<file path="config.mk">
export PLATFORM = sky130hd
export DESIGN_NAME = display_bank_flat
export DESIGN_NICKNAME = d
export VERILOG_FILES = /design/src/rtl/display_bank_pkg.sv /design/src/rtl/display_bank_if.sv /design/src/rtl/display_bank_strobe_delay.sv /design/src/rtl/display_bank.sv /design/src/flat_wrapper.sv
export SDC_FILE = /design/constraint.sdc
export NUM_CORES = 1
export LEC_CHECK = 0
export CORE_MARGIN = 4
export CORE_UTILIZATION = 47
export CTS_CLUSTER_DIAMETER = 80
export DETAILED_ROUTE_END_ITERATION = 12
export GPL_TIMING_DRIVEN = 0
export PLACE_DENSITY = 0.89
export SLEW_MARGIN = 20
export SYNTH_ARGS = -nofsm -noshare
export SYNTH_HDL_FRONTEND = slang
export SYNTH_SLANG_ARGS = --single-unit
</file>
<file path="constraint.sdc">
create_clock -name clk -period 2 [get_ports clk]
set_input_delay 0.5 -clock clk [delete_from_list [all_inputs] [get_ports clk]]
set_output_delay 0.5 -clock clk [all_outputs]
set_load 0.005 [all_outputs]
</file>
<file path="src/rtl/display_bank_pkg.sv">
`default_nettype none
// ---------------------------------------------------------------------------
// display_pkg : shared FSM state type and write-mode constants for display_bank
// Revision    : 1.0
// ---------------------------------------------------------------------------
package display_pkg;

  typedef enum logic [1:0] {
    IDLE    = 2'd0,
    WAIT    = 2'd1,
    CAPTURE = 2'd2
  } bank_state_t;

  localparam int MODE_BROADCAST  = 0;
  localparam int MODE_FIRST_FREE = 1;

  function automatic int wrap_inc(input int idx, input int n);
    return (idx + 1 >= n) ? 0 : idx + 1;
  endfunction

endpackage
`default_nettype wire

</file>
<file path="src/rtl/display_bank_if.sv">
`default_nettype none
// ---------------------------------------------------------------------------
// display_bank_if : front-end strobe/data bus and display-side status bundle
// Revision        : 1.0
// ---------------------------------------------------------------------------
interface display_bank_if #(
  parameter int WIDTH = 8,
  parameter int N     = 4
);
  logic                 priem;
  logic [WIDTH-1:0]     data_in;
  logic [N-1:0]         set_en;
  logic [N-1:0]         clr;
  logic [N*WIDTH-1:0]   disp;
  logic [N-1:0]         occupied;
  logic                 full;
  logic                 busy;
  logic                 cap_done;
  logic                 cap_hit;

  modport master (
    output priem, data_in, set_en, clr,
    input  disp, occupied, full, busy, cap_done, cap_hit
  );

  modport slave (
    input  priem, data_in, set_en, clr,
    output disp, occupied, full, busy, cap_done, cap_hit
  );
endinterface
`default_nettype wire

</file>
<file path="src/rtl/display_bank_strobe_delay.sv">
`default_nettype none
// ---------------------------------------------------------------------------
// strobe_delay : priem rising-edge detect plus DELAY countdown, one-cycle capture pulse
// Revision     : 1.0
// ---------------------------------------------------------------------------
module strobe_delay
  import display_pkg::*;
#(
  parameter int DELAY = 2
) (
  input  wire logic clk,
  input  wire logic rst,
  input  wire logic i_priem,
  output logic      o_cap,
  output logic      o_busy
);
  localparam logic [1:0] ST_IDLE    = IDLE;
  localparam logic [1:0] ST_WAIT    = WAIT;
  localparam logic [1:0] ST_CAPTURE = CAPTURE;

  logic       r_priem_q;
  logic [1:0] r_state;
  logic [3:0] r_cnt;
  logic       w_rise;

  assign w_rise = i_priem & ~r_priem_q;

  always_ff @(posedge clk or negedge rst) begin
    if (!rst) begin
      r_priem_q <= 1'b0;
      r_state   <= ST_IDLE;
      r_cnt     <= 4'd0;
    end else begin
      r_priem_q <= i_priem;
      case (r_state)
        ST_IDLE: begin
          // Rises seen in any other state are dropped, not queued.
          if (w_rise) begin
            r_state <= ST_WAIT;
            r_cnt   <= 4'(DELAY - 1);
          end
        end
        ST_WAIT: begin
          if (r_cnt == 4'd0) r_state <= ST_CAPTURE;
          else               r_cnt   <= r_cnt - 4'd1;
        end
        ST_CAPTURE: r_state <= ST_IDLE;
        default:    r_state <= ST_IDLE;
      endcase
    end
  end

  assign o_cap  = (r_state == ST_CAPTURE);
  assign o_busy = (r_state != ST_IDLE);

endmodule
`default_nettype wire

</file>
<file path="src/rtl/display_bank.sv">
`default_nettype none
// ---------------------------------------------------------------------------
// display_bank : N-slot display register bank loaded per priem strobe
// Revision     : 1.0   (optional round-robin overwrite: DISPLAY_BANK_OVERWRITE_EN)
// ---------------------------------------------------------------------------
module display_bank
  import display_pkg::*;
#(
  parameter int WIDTH = 8,
  parameter int N     = 4,
  parameter int DELAY = 2,
  parameter int MODE  = 0
) (
  input  wire logic     clk,
  input  wire logic     rst,
  display_bank_if.slave bus
);
  localparam logic [N-1:0] c_one = {{(N-1){1'b0}}, 1'b1};

  logic                      w_cap;
  logic                      w_busy;
  logic [N-1:0][WIDTH-1:0]   r_slot;
  logic [N-1:0][WIDTH-1:0]   w_slot_nxt;
  logic [N-1:0]              r_occ;
  logic [N-1:0]              w_occ_nxt;
  logic [N-1:0]              w_cand;
  logic [N-1:0]              w_first;
  logic [N-1:0]              w_base_wr;
  logic [N-1:0]              w_wr;
  logic                      w_hit;
  logic                      w_data_nz;
  logic                      r_cap_done;
  logic                      r_cap_hit;

  strobe_delay #(.DELAY(DELAY)) u_strobe (
    .clk     (clk),
    .rst     (rst),
    .i_priem (bus.priem),
    .o_cap   (w_cap),
    .o_busy  (w_busy)
  );

  assign w_data_nz = |bus.data_in;
  assign w_cand    = bus.set_en & ~r_occ & ~bus.clr;
  // Isolate the lowest set bit of the candidate mask.
  assign w_first   = w_cand & (~w_cand + c_one);
  assign w_base_wr = (w_cap && w_data_nz) ?
                     ((MODE == MODE_FIRST_FREE) ? w_first : w_cand) : '0;

`ifdef DISPLAY_BANK_OVERWRITE_EN
  localparam int PTR_W = $clog2(N);

  logic [PTR_W-1:0] r_ptr;
  logic [PTR_W-1:0] w_ow_idx;
  logic             w_ow_found;
  logic             w_ow;

  // Rotating search from the pointer for the first enabled slot.
  always_comb begin
    int j;
    j          = 0;
    w_ow_idx   = '0;
    w_ow_found = 1'b0;
    for (int k = 0; k < N; k++) begin
      j = int'(r_ptr) + k;
      if (j >= N) j = j - N;
      if (!w_ow_found && bus.set_en[PTR_W'(j)]) begin
        w_ow_found = 1'b1;
        w_ow_idx   = PTR_W'(j);
      end
    end
  end

  assign w_ow  = w_cap & w_data_nz & ~(|w_base_wr) & (|bus.set_en);
  assign w_wr  = w_ow ? (c_one << w_ow_idx) : w_base_wr;
  assign w_hit = (|w_base_wr) | w_ow;

  always_ff @(posedge clk or negedge rst) begin
    if (!rst)      r_ptr <= '0;
    else if (w_ow) r_ptr <= PTR_W'(wrap_inc(int'(w_ow_idx), N));
  end
`else
  assign w_wr  = w_base_wr;
  assign w_hit = |w_base_wr;
`endif

  // Clear beats a same-edge write; occupancy tracks the next slot value.
  always_comb begin
    w_slot_nxt = r_slot;
    w_occ_nxt  = '0;
    for (int i = 0; i < N; i++) begin
      if (bus.clr[i])   w_slot_nxt[i] = '0;
      else if (w_wr[i]) w_slot_nxt[i] = bus.data_in;
      w_occ_nxt[i] = |w_slot_nxt[i];
    end
  end

  always_ff @(posedge clk or negedge rst) begin
    if (!rst) begin
      r_slot     <= '0;
      r_occ      <= '0;
      r_cap_done <= 1'b0;
      r_cap_hit  <= 1'b0;
    end else begin
      r_slot     <= w_slot_nxt;
      r_occ      <= w_occ_nxt;
      r_cap_done <= w_cap;
      r_cap_hit  <= w_cap & w_hit;
    end
  end

  assign bus.disp     = r_slot;
  assign bus.occupied = r_occ;
  assign bus.full     = &r_occ;
  assign bus.busy     = w_busy;
  assign bus.cap_done = r_cap_done;
  assign bus.cap_hit  = r_cap_hit;

endmodule
`default_nettype wire

</file>
<file path="src/flat_wrapper.sv">
// flat-port wrapper written by rule: the top's interface ports become plain ports
module display_bank_flat import display_pkg::*;
#(
  parameter int WIDTH = 8,
  parameter int N     = 4,
  parameter int DELAY = 2,
  parameter int MODE  = 0
)
  (clk, rst, bus_priem, bus_data_in, bus_set_en, bus_clr, bus_disp, bus_occupied, bus_full, bus_busy, bus_cap_done, bus_cap_hit);
  display_bank_if #(.WIDTH(WIDTH), .N(N)) bus_i ();
  input  wire logic clk;
  input  wire logic rst;
  input wire logic [$bits(bus_i.priem)-1:0] bus_priem;
  input wire logic [$bits(bus_i.data_in)-1:0] bus_data_in;
  input wire logic [$bits(bus_i.set_en)-1:0] bus_set_en;
  input wire logic [$bits(bus_i.clr)-1:0] bus_clr;
  output wire logic [$bits(bus_i.disp)-1:0] bus_disp;
  output wire logic [$bits(bus_i.occupied)-1:0] bus_occupied;
  output wire logic [$bits(bus_i.full)-1:0] bus_full;
  output wire logic [$bits(bus_i.busy)-1:0] bus_busy;
  output wire logic [$bits(bus_i.cap_done)-1:0] bus_cap_done;
  output wire logic [$bits(bus_i.cap_hit)-1:0] bus_cap_hit;
  assign bus_i.priem = bus_priem;
  assign bus_i.data_in = bus_data_in;
  assign bus_i.set_en = bus_set_en;
  assign bus_i.clr = bus_clr;
  assign bus_disp = bus_i.disp;
  assign bus_occupied = bus_i.occupied;
  assign bus_full = bus_i.full;
  assign bus_busy = bus_i.busy;
  assign bus_cap_done = bus_i.cap_done;
  assign bus_cap_hit = bus_i.cap_hit;
  display_bank #(.WIDTH(WIDTH), .N(N), .DELAY(DELAY), .MODE(MODE)) u_core (.clk(clk), .rst(rst), .bus(bus_i));
endmodule
</file>
; Word-level counts from Yosys, hierarchy flattened
; Index checks and enable logic that the tools add are counted.
[word_totals]
elab_cells = 52
input_bits = 19
output_inout_bits = 40
reg_bits = 45
[op_classes]
n_mux = 15
reduce_logical = 14
bitwise_logic = 7
eq_ne = 5
n_addsub = 1
[ops]
columns = cell, n
row1 = $mux 8, 8
row2 = $reduce_or 8->1, 5
row3 = $mux 4, 3
row4 = $and 4x4->4, 2
row5 = $not 4->4, 2
row6 = $pmux 4 s2, 1
row7 = $ne 2x2->1 const B, 3
row8 = $logic_not 4->1, 1
row9 = $mux 2, 2
row10 = $pmux 2 s2, 1
row11 = $reduce_and 4->1, 1
row12 = $reduce_bool 2->1, 2
row13 = $reduce_or 4->1, 1
row14 = $sub 4x1->4 const B, 1
row15 = $reduce_and 3->1, 1
row16 = $and 1x1->1, 2
row17 = $eq 2x1->1 const B, 1
row18 = $eq 2x2->1 const B, 1
row19 = $logic_not 2->1, 1
row20 = $reduce_and 2->1, 1
row21 = $logic_and 1x1->1, 1
row22 = $not 1->1, 1

; Logic depth before layout (Yosys ltp)
; Gate-level depths: netlist of run 1.
[logic_depth]
depth_word = 7
depth_mapped = 6
ltp_nobuf = 5

; Cells and area by module
; A second synthesis of run 1 with hierarchy kept.
[hier_totals]
hier_cells = 204
hier_area_um2 = 2094.5
[by_module_without_submodules]
columns = mod, area_each_um2, cells_per_inst, seq_area_each_um2, n_inst
row1 = display_bank, 1725.4, 169, 950.9, 1
row2 = strobe_delay, 369.1, 35, 175.2, 1

; Worst setup path before layout of run 1
; No wires, ideal clock.
[synth_timing]
kind = input -> register
from = input port bus_clr[2]
to = register u_core.r_slot, in the netlist u_core.bus.disp[21]
required_ps = 1878
t_arrival_ps = 1380
n_path_buf = 2
path_slack_ps = 498
setup_time_ps = 122
cell_stages = 6
path_cell_list = clkbuf_2 nor2_1 and3_1 buf_4 o21ai_0 a32o_1
[synth_lines]
columns = element, line_no
row1 = start: declaration, flat_wrapper.sv:16  ; input wire logic [$bits(bus_i.clr)-1:0] bus_clr;
row2 = end signal: assignment, display_bank.sv:105  ; r_slot <= w_slot_nxt;
row3 = end: declaration, display_bank.sv:22  ; logic [N-1:0][WIDTH-1:0] r_slot;

==> results of run 1 <==
-- final cells by class --
class                   instances  area [sq um]  share of cell area [%]
clock inverters                 1          30.0                    1.06
flip-flops and latches         45          1130                    39.8
repair buffers                 55           558                    19.7
multi-input cells             144           846                    29.9
well taps                      50          62.6                    2.21
clock buffers                   7          86.3                    3.05
plain buffers                  13          96.3                    3.41
inverters                       6          22.5                   0.796
-- sequential cells by signal, summed over array words and instances (netlist names) --
signal                     count
u_core.bus.cap_hit             1
u_core.u_strobe.r_cnt          4
u_core.u_strobe.r_state        2
u_core.u_strobe.r_priem_q      1
u_core.bus.cap_done            1
u_core.bus.occupied            4
u_core.bus.disp               32
-- critical path, delay by kind of cell --
family,cells,cell delay [ns]
buffers and inverters,2,0.76
AOI/OAI and AO/OA,2,0.26
and+or+nand+nor,2,0.65
-- how the worst min path moves through the flow --
stage,start,endpoint,slack (ns)
2_1_floorplan,rst,u_core.bus.cap_done,0.20
3_3_place_gp,u_core.u_strobe.r_cnt[3],u_core.u_strobe.r_cnt[3],0.47
3_5_place_dp,rst,u_core.bus.cap_done,0.44
4_1_cts,rst,u_core.bus.cap_done,0.12
5_1_grt,rst,u_core.bus.cap_done,0.13
6_report,rst,u_core.bus.cap_done,0.11
-- kinds of logic after synthesis --
logic type | count (synthesis) | share of synthesized area (%)
AO/OA/AOI/OAI | 72 | 20.7
AND/OR/NAND/NOR | 67 | 17.0
flip-flops | 45 | 53.9
buffers and inverters | 19 | 5.69
multiplexers | 3 | 1.44
adder cells (fa/ha/maj) | 2 | 1.20
-- placed cells by master, fill, tap and decap left out --
cell type and instances:
clkdlybuf4s50_1 50, dfrtp_1 45, o21ai_0 28, nand2_1 26
a21oi_1 24, nand3_1 10, nor2_1 8, a32o_1 8
nor4_1 8, buf_4 6, inv_1 6, clkbuf_8 6
and3_1 4, a22o_1 4, buf_6 3, buf_2 3
clkbuf_2 3, o22ai_1 3, mux2i_1 3, nor4_4 2
nand2b_1 2, ha_1 2, dlymetal6s2s_1 2, nor2b_1 1
and2_4 1, nand2_2 1, a21oi_2 1, o21ai_1 1
or2_1 1, a2bb2oi_1 1, a41oi_1 1, and4_1 1
or3b_1 1, o21a_1 1, nor3_1 1, bufinv_16 1
clkbuf_1 1, buf_12 1
-- stage by stage --
| stage | cells | hold slack, ns | util (%) |
|---|---|---|---|
| 5_1_grt | 321 | 0.126 | 68.2 |
| 3_5_place_dp | 312 | 0.442 | 65.1 |
| 4_1_cts | 320 | 0.116 | 67.9 |
| 6_report | 321 | 0.107 | 68.2 |
| 2_1_floorplan | 208 | 0.204 | - |
| 3_3_place_gp | 311 | 0.465 | 64.7 |
-- timing repair --
item,in CTS,in global routing
setup buffers,0,1
endpoints found under the setup margin,0,11
gates resized for setup,0,3
-- power by group --
group	internal, mW	switching [mW]
Combinational	0.254	0.263
Sequential	1.00	0.0756
Clock	0.407	0.295
Total	1.66	0.634
-- per-layer routing --
metal  wire length (um)  share of wire (%)
met3                568                 10
met5                  0                  0
met1               2300                 40
met4                 98                1.7
met2               2740                 48
==> impl_metrics.ini, run 1 <==
[status]
outcome = finished, final reports clean

[sta]
final.setup.tns_ns = 0
slew_violations = 0
fin_skew_ns = 0.00501
fin_crit_sh_pct = 97.1
slew_headroom_pct = 72.6
fmax_mhz = 515
rsz0062_at_grt = false
fin_ws_ns = 0.0581
worstMarginPinSlew_ns = 0.411
setup_viol = 0
finalHoldViolCount = 0
min_period_ns = 1.94

[route]
vias = 1917
drc = 0
drtPass1Iterations = 4
routedWlPerCell_um = 17.8
drt_iter0_markers = 197
antenna_left = 0
routed_wl_um = 5700
viasPerCell = 5.97

[synthesis]
yosys_register_bits = 45
syn_nets = 229
ys_seq_area_share_pct = 53.9
synth_common_cells = dfrtp_1 (45), o21ai_0 (28), nand2_1 (27), a21oi_1 (24), nand3_1 (10)
netlist.area_leader.share_pct = 53.9
avgSynthCellArea_sq_um = 10.0
yosysTopAreaCell = dfrtp_1
synth_warnings = 0
synth_edf_count = 0
synth.distinct_cells = 31
synth_area_leaders = dfrtp_1 (54%), o21ai_0 (6.7%), a21oi_1 (5.8%)
synth_flop_cell = dfrtp_1
async_flop_share_pct = 100
yosysMostFrequentCell = dfrtp_1
syn_inst = 208
syn_area_sq_mm = 0.00209

[global_routing]
overflow = 0
grt_most_used_layer = met2
grtUsageMet3_pct = 6.28
grt_pass1_vias = 1912
grtUsageMet1_pct = 30.2
grtUsageMet2_pct = 33.3
grt_max_degree = 31
grt_pass1_wl_um = 9250
grt_usage_pct = 22.1
antenna_found_initial = 0

[setup_path]
r2r-end = u_core.bus.disp[13]
crit_path_start = bus_data_in[2]
reg2reg_depth = 6
arrival_ns = 2.16
critPathLaunchType = input port
worstSetupEndpointType = flop
cpPeakStageDelay_ns = 0.62
critical_path.endpoint = u_core.bus.disp[6]
worst_path_max_delay_cell = clkdlybuf4s50_1
critPathKind = input port to flop
rr_startpoint = u_core.u_strobe.r_state[0]
ff2ff_setup_slack_ns = 0.49
cp.required_ns = 2.22
critPathMaxFanout = 10
crit_chain = clkdlybuf4s50_1 -> nor4_4 -> and2_4 -> buf_6 -> o21ai_0 -> a21oi_1

[power_and_ir_drop]
total_power_mw = 2.30
powerDensity_mw_per_mm2 = 812
irDropWorstVdd_v = 0.000510
leakagePower_nw = 1.25

[cells_and_area]
fillers = 334
finish.net_count = 291
syn_to_final_growth_pct = 35.4
fin_area_sq_mm = 0.00283
diodes = 0
final_layout_size_suffix_gt1_share_pct = 10.3

[clocking]
cts_tree = built
ctsHoldBuffers = 0
cts_sinks = 45
htreeDepth = 2
cts-root-buf = clkbuf_8
cts_buffer_depth = 2
numCtsBuffers = 5
clock_latency_ns = 0.30
cts.clk_slew.worst_paths_ns = 0.08

[place]
placedInstanceArea_sq_mm = 0.00270
dp_slack_ns = -0.300
gp_congestion = 0.847
port_buffers = 53
dp_hpwl_um = 4140

[floorplanning]
io_pins = 59
coreArea_sq_mm = 0.00414
dieArea_sq_mm = 0.00557
dieWidth_um = 74.7
initial_utilization_pct = 50.4
num_rows = 23
die_h_um = 74.7

[min_path]
min_path_type = input port to async pin

[job]
max_cap_viol_count = 0
Power figures use the tool's default switching activity.
==> inputs of run 2 (changes only) <==
- CORE_MARGIN: 4 -> 5
==> run 2 against run 1 <==
Net effect: maximum frequency is 2.2% higher; count of clock-buffer cells in the layout stayed put; critical path depth is 4 lower; clock power hardly changed; clock skew is 0.0057 ns higher; non-clock buffer count is 1 lower; sequential share of layout area is 0.070 points lower; setup slack better by 0.041 ns; cell count is 0.31% higher; largest power group unchanged; combinational power hardly changed.
==> impl_metrics.ini, run 2 (synthesis gave the netlist of run 1 again) <==
[sta]
rsz0062_at_grt = false
worstMarginPinSlew_ns = 0.633
fin_skew_ns = 0.0108
fmax_mhz = 526
setup_viol = 0
min_period_ns = 1.90
slew_headroom_pct = 57.8
slew_violations = 0
finalHoldViolCount = 0
fin_crit_sh_pct = 95.1
holdWs_ns = 0.211

[route]
antenna_left = 0
viasPerCell = 5.83
vias = 1877
routedWlPerCell_um = 17.9
drt_iter0_markers = 174
drtPass1Iterations = 4
drc = 0
routed_wl_um = 5780

[cells_and_area]
syn_to_final_growth_pct = 35.7
largest_register_ffs = 32
finish.net_count = 290
layout_common_cells = clkdlybuf4s50_1 (49), dfrtp_1 (45), o21ai_0 (27)
final_layout_size_suffix_gt1_share_pct = 10.0
fillers = 364
layout_commonest_cell = clkdlybuf4s50_1
diodes = 0

[clocking]
clock_latency_ns = 0.30
cts_tree = built
numCtsBuffers = 5
cts_resized = 0
ctsHoldBuffers = 0
cts_buffer_depth = 2
cts_sinks = 45
cts_setup_buffers = 0
htreeDepth = 2
cts.clk_slew.worst_paths_ns = 0.08
cts-root-buf = clkbuf_8

[setup_path]
cp.required_ns = 1.50
critPathKind = flop to primary output
arrival_ns = 1.40
worstSetupEndpointType = primary output
critPathLaunchType = flop
critPathMaxFanout = 3

[global_routing]
grt_usage_pct = 20.5
grt_max_degree = 28
grt_pass1_wl_um = 9580
overflow = 0
grt_pass1_vias = 1937
antenna_found_initial = 0

[floorplanning]
die_h_um = 76.7
io_pins = 59
dieArea_sq_mm = 0.00588
dieWidth_um = 76.7
coreArea_sq_mm = 0.00432
num_rows = 24
initial_utilization_pct = 48.3

[place]
gp_congestion = 0.834
port_buffers = 53
dp_hpwl_um = 4220

[status]
outcome = finished, final reports clean

[min_path]
min_path_type = input port to async pin

[power_and_ir_drop]
leakagePower_nw = 1.26
total_power_mw = 2.29
powerDensity_mw_per_mm2 = 807
irDropWorstVdd_v = 0.000465

[job]
max_cap_viol_count = 0
==> run 2: cell types whose count changed in the layout (fill, tap and decap cells not counted) <==
cell	previous run	this run
buf_12	1	0
buf_16	0	1
buf_4	6	5
clkdlybuf4s50_1	50	49
dlymetal6s2s_1	2	3
o21ai_0	28	27
o21ai_1	1	2
==> run 2: report_power, final <==
part           total [mW]  internal (mW)  switching [mW]
clock network       0.700          0.407           0.293
logic               0.514          0.254           0.260
registers            1.07           1.00          0.0710
total                2.29           1.66           0.624
==> run 2: cell type report <==
type                    instances  area (sq um)  share of cell area (%)
clock buffers                   7          86.3                    3.05
well taps                      52          65.1                    2.30
multi-input cells             144           846                    29.9
plain buffers                  13          96.3                    3.40
flip-flops and latches         45          1130                    39.8
inverters                       6          22.5                   0.795
clock inverters                 1          30.0                    1.06
repair buffers                 54           561                    19.8
==> run 2: metal layers <==
metal  track usage [%]  vias to the layer above  part of all wire (%)
li1                  -                      875                     -
met1              25.7                      907                    43
met4              8.74                        0                   2.5
met2              33.3                       83                    48
met3              5.50                       12                   6.9
met5                 0                        -                     0
==> run 2: per-stage QoR <==
stage	util [%]	worst slack [ns]	instance area, sq um	instances	setup TNS, ns
after floorplan	-	0.498	2090	208	0
after global placement	62.1	-0.695	2680	313	-36.62
after detailed placement	62.6	-0.261	2710	314	-6.13
after CTS	65.3	0.0493	2820	322	0
after global routing	65.5	0.0332	2830	322	0
final	65.5	0.0990	2830	322	0
==> run 2: path summary, 6_finish.rpt <==
check	start	cells after the start	to	slack, ns
min in group clk	bus_clr[0]	2	u_core.bus.disp[6]	0.47
max in group asynchronous	rst	2	u_core.u_strobe.r_cnt[3]	1.27
worst min register to register	u_core.u_strobe.r_cnt[3]	1	u_core.u_strobe.r_cnt[3]	0.48
worst max register to register	u_core.u_strobe.r_state[0]	6	u_core.bus.disp[21]	0.49
worst max-delay path	u_core.bus.occupied[0]	2	bus_full	0.1
worst min-delay path	rst	1	u_core.bus.disp[27]	0.21
==> run 2: critical path, cell delays in order, from the launching register on <==
cell and delay [ns]:
dfrtp_1 0.42, and4_1 0.19, clkdlybuf4s50_1 0.49
